==> src/rtl/reg_scoreboard.sv <==
// Register-write scoreboard: tracks in-flight destinations per slot and stalls issue on RAW hazards.
// Build option REG_SCOREBOARD_FORWARD_EN: forwarding from all slots, only load-use in slot 0 stalls.
module reg_scoreboard #(
  parameter int NREG        = 32,
  parameter int AW          = 5,
  parameter int DEPTH       = 3,
  parameter int NSRC        = 2,
  parameter int FLUSH_SLOTS = 2
) (
  input  logic                   clk_i,
  input  logic                   rst_n_i,
  input  logic                   issue_valid_i,
  input  logic [AW-1:0]          issue_rd_i,
  input  logic                   issue_wb_i,
  input  logic                   issue_load_i,
  input  logic [NSRC*AW-1:0]     src_rd_i,
  input  logic [NSRC-1:0]        src_use_i,
  input  logic                   flush_i,
  input  logic                   cnt_clr_i,
  output logic                   stall_o,
  output logic [DEPTH*NREG-1:0]  stage_mask_o,
  output logic [NREG-1:0]        busy_mask_o,
  output logic [15:0]            stall_count_o
);

  // Each slot is held as a one-hot mask; an all-zero mask is an empty slot.
  logic [DEPTH-1:0][NREG-1:0] mask_q, mask_d;
  logic [NREG-1:0]            busy_q, busy_d;
  logic [15:0]                cnt_q, cnt_d;
  logic [NREG-1:0]            issue_oh;
  logic [NREG-1:0]            src_oh;
  logic                       hazard;
  logic                       issue_en;

`ifdef REG_SCOREBOARD_FORWARD_EN
  logic load0_q, load0_d;
`else
  logic unused_load;
  assign unused_load = issue_load_i;
`endif

  // Register 0 is masked out, and indices >= NREG shift out to zero.
  assign issue_oh = (NREG'(1) << issue_rd_i) & ~NREG'(1);

  always_comb begin
    hazard = 1'b0;
    src_oh = '0;
    for (int i = 0; i < NSRC; i++) begin
      src_oh = (NREG'(1) << src_rd_i[i*AW +: AW]) & ~NREG'(1);
      if (src_use_i[i]) begin
`ifdef REG_SCOREBOARD_FORWARD_EN
        if (load0_q && |(mask_q[0] & src_oh)) hazard = 1'b1;
`else
        // Writeback slot excluded: the register file writes before it is read.
        for (int s = 0; s < DEPTH-1; s++) begin
          if (|(mask_q[s] & src_oh)) hazard = 1'b1;
        end
`endif
      end
    end
  end

  assign stall_o  = hazard & issue_valid_i & ~flush_i;
  assign issue_en = issue_valid_i & issue_wb_i & ~stall_o & ~flush_i;

  always_comb begin
    mask_d    = '0;
    mask_d[0] = issue_en ? issue_oh : '0;
    for (int s = 1; s < DEPTH; s++) begin
      mask_d[s] = (flush_i && s < FLUSH_SLOTS) ? '0 : mask_q[s-1];
    end
    busy_d = '0;
    for (int s = 0; s < DEPTH; s++) begin
      busy_d = busy_d | mask_d[s];
    end
  end

`ifdef REG_SCOREBOARD_FORWARD_EN
  assign load0_d = issue_en & issue_load_i;
`endif

  always_comb begin
    cnt_d = cnt_q;
    if (cnt_clr_i) begin
      cnt_d = '0;
    end else if (stall_o && cnt_q != 16'hFFFF) begin
      cnt_d = cnt_q + 16'd1;
    end
  end

  always_ff @(posedge clk_i or negedge rst_n_i) begin
    if (!rst_n_i) begin
      mask_q  <= '0;
      busy_q  <= '0;
      cnt_q   <= '0;
`ifdef REG_SCOREBOARD_FORWARD_EN
      load0_q <= 1'b0;
`endif
    end else begin
      mask_q  <= mask_d;
      busy_q  <= busy_d;
      cnt_q   <= cnt_d;
`ifdef REG_SCOREBOARD_FORWARD_EN
      load0_q <= load0_d;
`endif
    end
  end

  assign stage_mask_o  = mask_q;
  assign busy_mask_o   = busy_q;
  assign stall_count_o = cnt_q;

endmodule

==> config.mk <==
export PLATFORM = sky130hd
export DESIGN_NAME = reg_scoreboard
export DESIGN_NICKNAME = d
export VERILOG_FILES = /design/src/rtl/reg_scoreboard.sv
export SDC_FILE = /design/constraint.sdc
export NUM_CORES = 1
export LEC_CHECK = 0
export CORE_MARGIN = 2
export CORE_UTILIZATION = 53
export CTS_BUF_LIST = sky130_fd_sc_hd__clkbuf_4 sky130_fd_sc_hd__clkbuf_8 sky130_fd_sc_hd__clkbuf_16
export DETAILED_ROUTE_END_ITERATION = 16
export PLACE_DENSITY_LB_ADDON = 0.25
export SLEW_MARGIN = 0
export SYNTH_ARGS = -nofsm -noshare
export SYNTH_HDL_FRONTEND = slang
export SYNTH_SLANG_ARGS = --single-unit
export TNS_END_PERCENT = 100
==> constraint.sdc <==
create_clock -name clk_i -period 6.25 [get_ports clk_i]
set_input_delay 0.625 -clock clk_i [delete_from_list [all_inputs] [get_ports clk_i]]
set_output_delay 0.625 -clock clk_i [all_outputs]
set_load 0.05 [all_outputs]
==> results.rst <==
.. list-table::
   :header-rows: 1

   * - Metric
     - Value
   * - Routed length on met2
     - between 8 and 9 mm
   * - Post-synth EDFFs
     - 0
   * - Number of vias after detailed routing
     - ~5200
   * - Smallest setup slack after layout
     - around 1500 ps
   * - Cts-stage hold buffer count
     - 0
   * - Most used flip-flop cell after synthesis
     - sky130_fd_sc_hd__dfrtp_1
   * - Clock share of power
     - 0.483
   * - Final global-route overflow total
     - 0
   * - Detailed-route vias per instance
     - 5.78
   * - Met3 routed WL
     - approximately 1.6 mm
   * - Minimum clock period after layout
     - approximately 4800 ps
   * - Post-synthesis cell area
     - ~0.0066 mm2
   * - Share of post-route cells with drive strength above 1
     - 0.0923
   * - DR top layer
     - met4
   * - Proportion of synthesized flip-flops having asynchronous set or reset
     - 1.00
   * - Fmax
     - about 210 MHz
   * - Die area
     - 0.0133 mm2
   * - All-Layer GR Usage
     - 0.284
   * - Critical path required time
     - roughly 5600 ps
   * - Sum of internal, switching and leakage power
     - 2.03 mW
   * - H-tree lvl count
     - 4
   * - List of cells traversed by the critical path
     - clkdlybuf4s50_1 -> inv_1 -> a31o_2 -> a222oi_1 -> o22ai_1 -> a2111oi_2 -> o21ai_2 -> and2_1 -> clkdlybuf4s50_1
   * - Final setup violation count
     - 0
   * - Switching pwr
     - between 0.4 and 0.5 mW
   * - Sink count of the clock tree
     - 140
   * - Period utilisation layout
     - 0.760
   * - Slew at the pin closest to its max-slew limit
     - 1030 ps
   * - Number of cells produced by synthesis
     - slightly below 600
   * - Die X
     - ~120 um
   * - Stage delay of the slowest cell on the critical path
     - around 1100 ps
   * - Sw Share
     - 0.231
   * - Sequential group share of total power
     - 0.449
   * - Max-cap violations
     - 0
   * - Number of nets in the layout
     - between 700 and 800
   * - Antenna violations before repair
     - 0
   * - Total wire length after detailed routing
     - 18.2 mm
   * - Crit path max fanout
     - 25
   * - CTS tree
     - yes
   * - Final count of hold timing violations
     - 0
   * - Hold Worst Slack
     - roughly 170 ps
   * - Initial DRC Count
     - around 360
   * - Die Y-Extent
     - 115 um
   * - Logic pwr share
     - 0.067
   * - Routed metal-1 wirelength
     - just over 7 mm
   * - DR DRC count
     - 0
   * - Avg WL per Cell
     - ~20 um
   * - Startpoint Class
     - primary input
   * - Pwr/cell area
     - 238 mW/mm2
   * - Worst vdd rail ir drop
     - 257 uV
   * - Clock-pin slew of the registers on the worst-case setup and hold paths
     - 60 ps
   * - Total number of placement rows
     - 40
   * - Layout Area Growth over Synthesis
     - 30.1%
   * - Placement Setup Slack
     - 1560 ps
   * - Final RePlAce weighted congestion
     - ~0.94
   * - Number of storage elements in the synthesis netlist
     - 140
   * - Clock latency at the later pin of the worst-skew pair
     - 420 ps
   * - Number of clock buffers inserted by TritonCTS
     - 17
   * - Final Skew
     - ~4.6 ps
   * - Most frequent cell on the critical path
     - sky130_fd_sc_hd__clkdlybuf4s50_1
   * - Vias in the first global route
     - roughly 5100
   * - Buffers added on ports
     - roughly 160
   * - Outcome
     - finished clean
   * - Buffers inserted during post-CTS setup optimization
     - 0
   * - Slew margin rel.
     - 0.308
   * - Cells resized by post-CTS repair
     - 0
   * - Longest Clk Path Bufs
     - 2
   * - Starting Density
     - 0.543
   * - Highest-delay cell along the critical path
     - sky130_fd_sc_hd__clkdlybuf4s50_1
   * - Setup total negative slack
     - 0 ps
   * - Clock Tree Root
     - sky130_fd_sc_hd__clkbuf_16
   * - Largest net degree at the start of global routing
     - 75
   * - Slew Limit Fails
     - 0
   * - Post-DP HPWL
     - 13.2 mm
   * - Utilization after layout
     - 0.707
   * - Number of nets with antenna violations after detailed routing
     - 0
   * - Tightest Hold Check Type
     - primary input to asynchronous set/reset pin
   * - Internal power of the cells
     - around 1.6 mW
   * - Synth Warn #
     - 0
   * - Number of iterations in the first detailed-routing pass
     - 5
   * - Number of top-level pins
     - ~170
   * - Worst setup EP type
     - output port
   * - Std-Cell Core Area
     - 0.0121 mm2
   * - Critical path arrival
     - 4130 ps
   * - Per-instance average area after synthesis
     - about 11 um2
   * - Global-route wire length before repair
     - between 20 and 30 mm
   * - Leakage dissipation
     - around 3.7 nW
   * - Setup repair after global routing missed its margin
     - no
   * - Total inserted antenna cells
     - 0
   * - Seq/Total Area, Yosys
     - 0.535
   * - Count of different cell masters after synthesis
     - 73
   * - WS Path Type
     - primary input to output port
Yosys cell counts (11+ instances only):
cell type | instances | area share
sky130_fd_sc_hd__nor2_1 | 52 | 0.030
sky130_fd_sc_hd__nand2_1 | 17 | 0.0097
sky130_fd_sc_hd__buf_4 | 40 | 0.046
sky130_fd_sc_hd__mux2i_1 | 15 | 0.023
sky130_fd_sc_hd__buf_2 | 15 | 0.011
sky130_fd_sc_hd__and3_1 | 11 | 0.011
sky130_fd_sc_hd__dfrtp_1 | 140 | 0.53
sky130_fd_sc_hd__inv_1 | 11 | 0.0063
sky130_fd_sc_hd__nand3_1 | 27 | 0.021
sky130_fd_sc_hd__nor2b_1 | 35 | 0.033
sky130_fd_sc_hd__nor3_1 | 17 | 0.013
sky130_fd_sc_hd__or3_1 | 28 | 0.027
layout make-up:
| class | count | area (um2) |
|---|---|---|
| timing repair buffer | 166 | 1660 |
| clock inverter | 12 | 120 |
| clock buffer | 20 | 467 |
| multi-input combinational | 377 | 2530 |
| tap | 168 | 210 |
| inverter | 11 | 41.3 |
| sequential | 140 | 3500 |
| fill | 899 | 3540 |
cell families (layout without fill, tap and decap cells):
| kind of cell | after synthesis | in the layout | synth area share |
|---|---|---|---|
| muxes | 20 | 20 | 0.0332 |
| and+or+nand+nor | 267 | 267 | 0.249 |
| buffers and inverters | 83 | 209 | 0.0813 |
| adders and majority gates | 1 | 1 | 0.00191 |
| AOI/OAI and AO/OA | 75 | 75 | 0.0865 |
| xor gates and xnor gates | 10 | 10 | 0.0134 |
| DFF | 140 | 140 | 0.535 |
| other | 1 | 4 | 0.000572 |
critical path, delay by kind of cell:
kind	cells	cell delay, ps
buffers and inverters	3	2120
AOI/OAI and AO/OA	5	1210
and+or+nand+nor	1	170
metal layers:
layer  GRT usage  vias up
met5           0        -
met4      0.0859        0
met3      0.0828       29
met2       0.456      234
met1       0.376     2583
li1            -     2325
flip-flops by register name (all words and copies together) (netlist names):
name	flops
busy_mask_o	31
stage_mask_o	93
stall_count_o	16
placed cells by master, fill, tap and decap left out, drive strengths merged, types with 3 or more instances in the layout:
| cell | instances |
|---|---|
| nand3b | 10 |
| o31ai | 5 |
| a21oi | 9 |
| nand2b | 11 |
| inv | 11 |
| clkinv | 9 |
| a2111oi | 5 |
| o221ai | 3 |
| nor2b | 35 |
| nor4 | 14 |
| a31oi | 6 |
| o21ai | 15 |
| nor3b | 7 |
| or4bb | 3 |
| dfrtp | 140 |
| clkdlybuf4s50 | 162 |
| nand4 | 9 |
| buf | 4 |
| nor2 | 53 |
| and3 | 11 |
| nor3 | 17 |
| clkbuf | 20 |
| nand3 | 29 |
| or2 | 3 |
| o32ai | 3 |
| mux2 | 4 |
| o22ai | 5 |
| conb | 4 |
| mux2i | 15 |
| a211oi | 7 |
| and2 | 5 |
| or3 | 28 |
| nand2 | 18 |
| xor2 | 10 |
power by group through the flow:
stage / clock network (mW) / logic, mW / registers [mW]
finish: 0.981 / 0.137 / 0.912
global route: 1.04 / 0.149 / 0.911
CTS: 0.993 / 0.137 / 0.912
detailed placement: 0 / 0.136 / 0.928
global placement: 0 / 0.134 / 0.928
floorplan: 0 / 0.0825 / 0.936
metrics by stage:
stage	cells	instance area, um2
floorplan	600	6570
global placement	862	7940
detailed placement	862	7940
CTS	894	8530
global route	894	8530
finish	894	8530
worst paths after layout:
check                      slack (ps)           endpoint             start  cells past startpoint
max in group asynchronous        4760   stall_count_o[2]           rst_n_i                      2
hold / removal                    170    busy_mask_o[12]           rst_n_i                      1
setup reg to reg                 3200  stall_count_o[15]  stage_mask_o[36]                     10
hold reg to reg                   420   stage_mask_o[95]  stage_mask_o[63]                      0
min in group clk_i                420   stage_mask_o[95]  stage_mask_o[63]                      0
setup / recovery                 1500            stall_o       src_rd_i[2]                      9
Power figures use the tool's default switching activity.
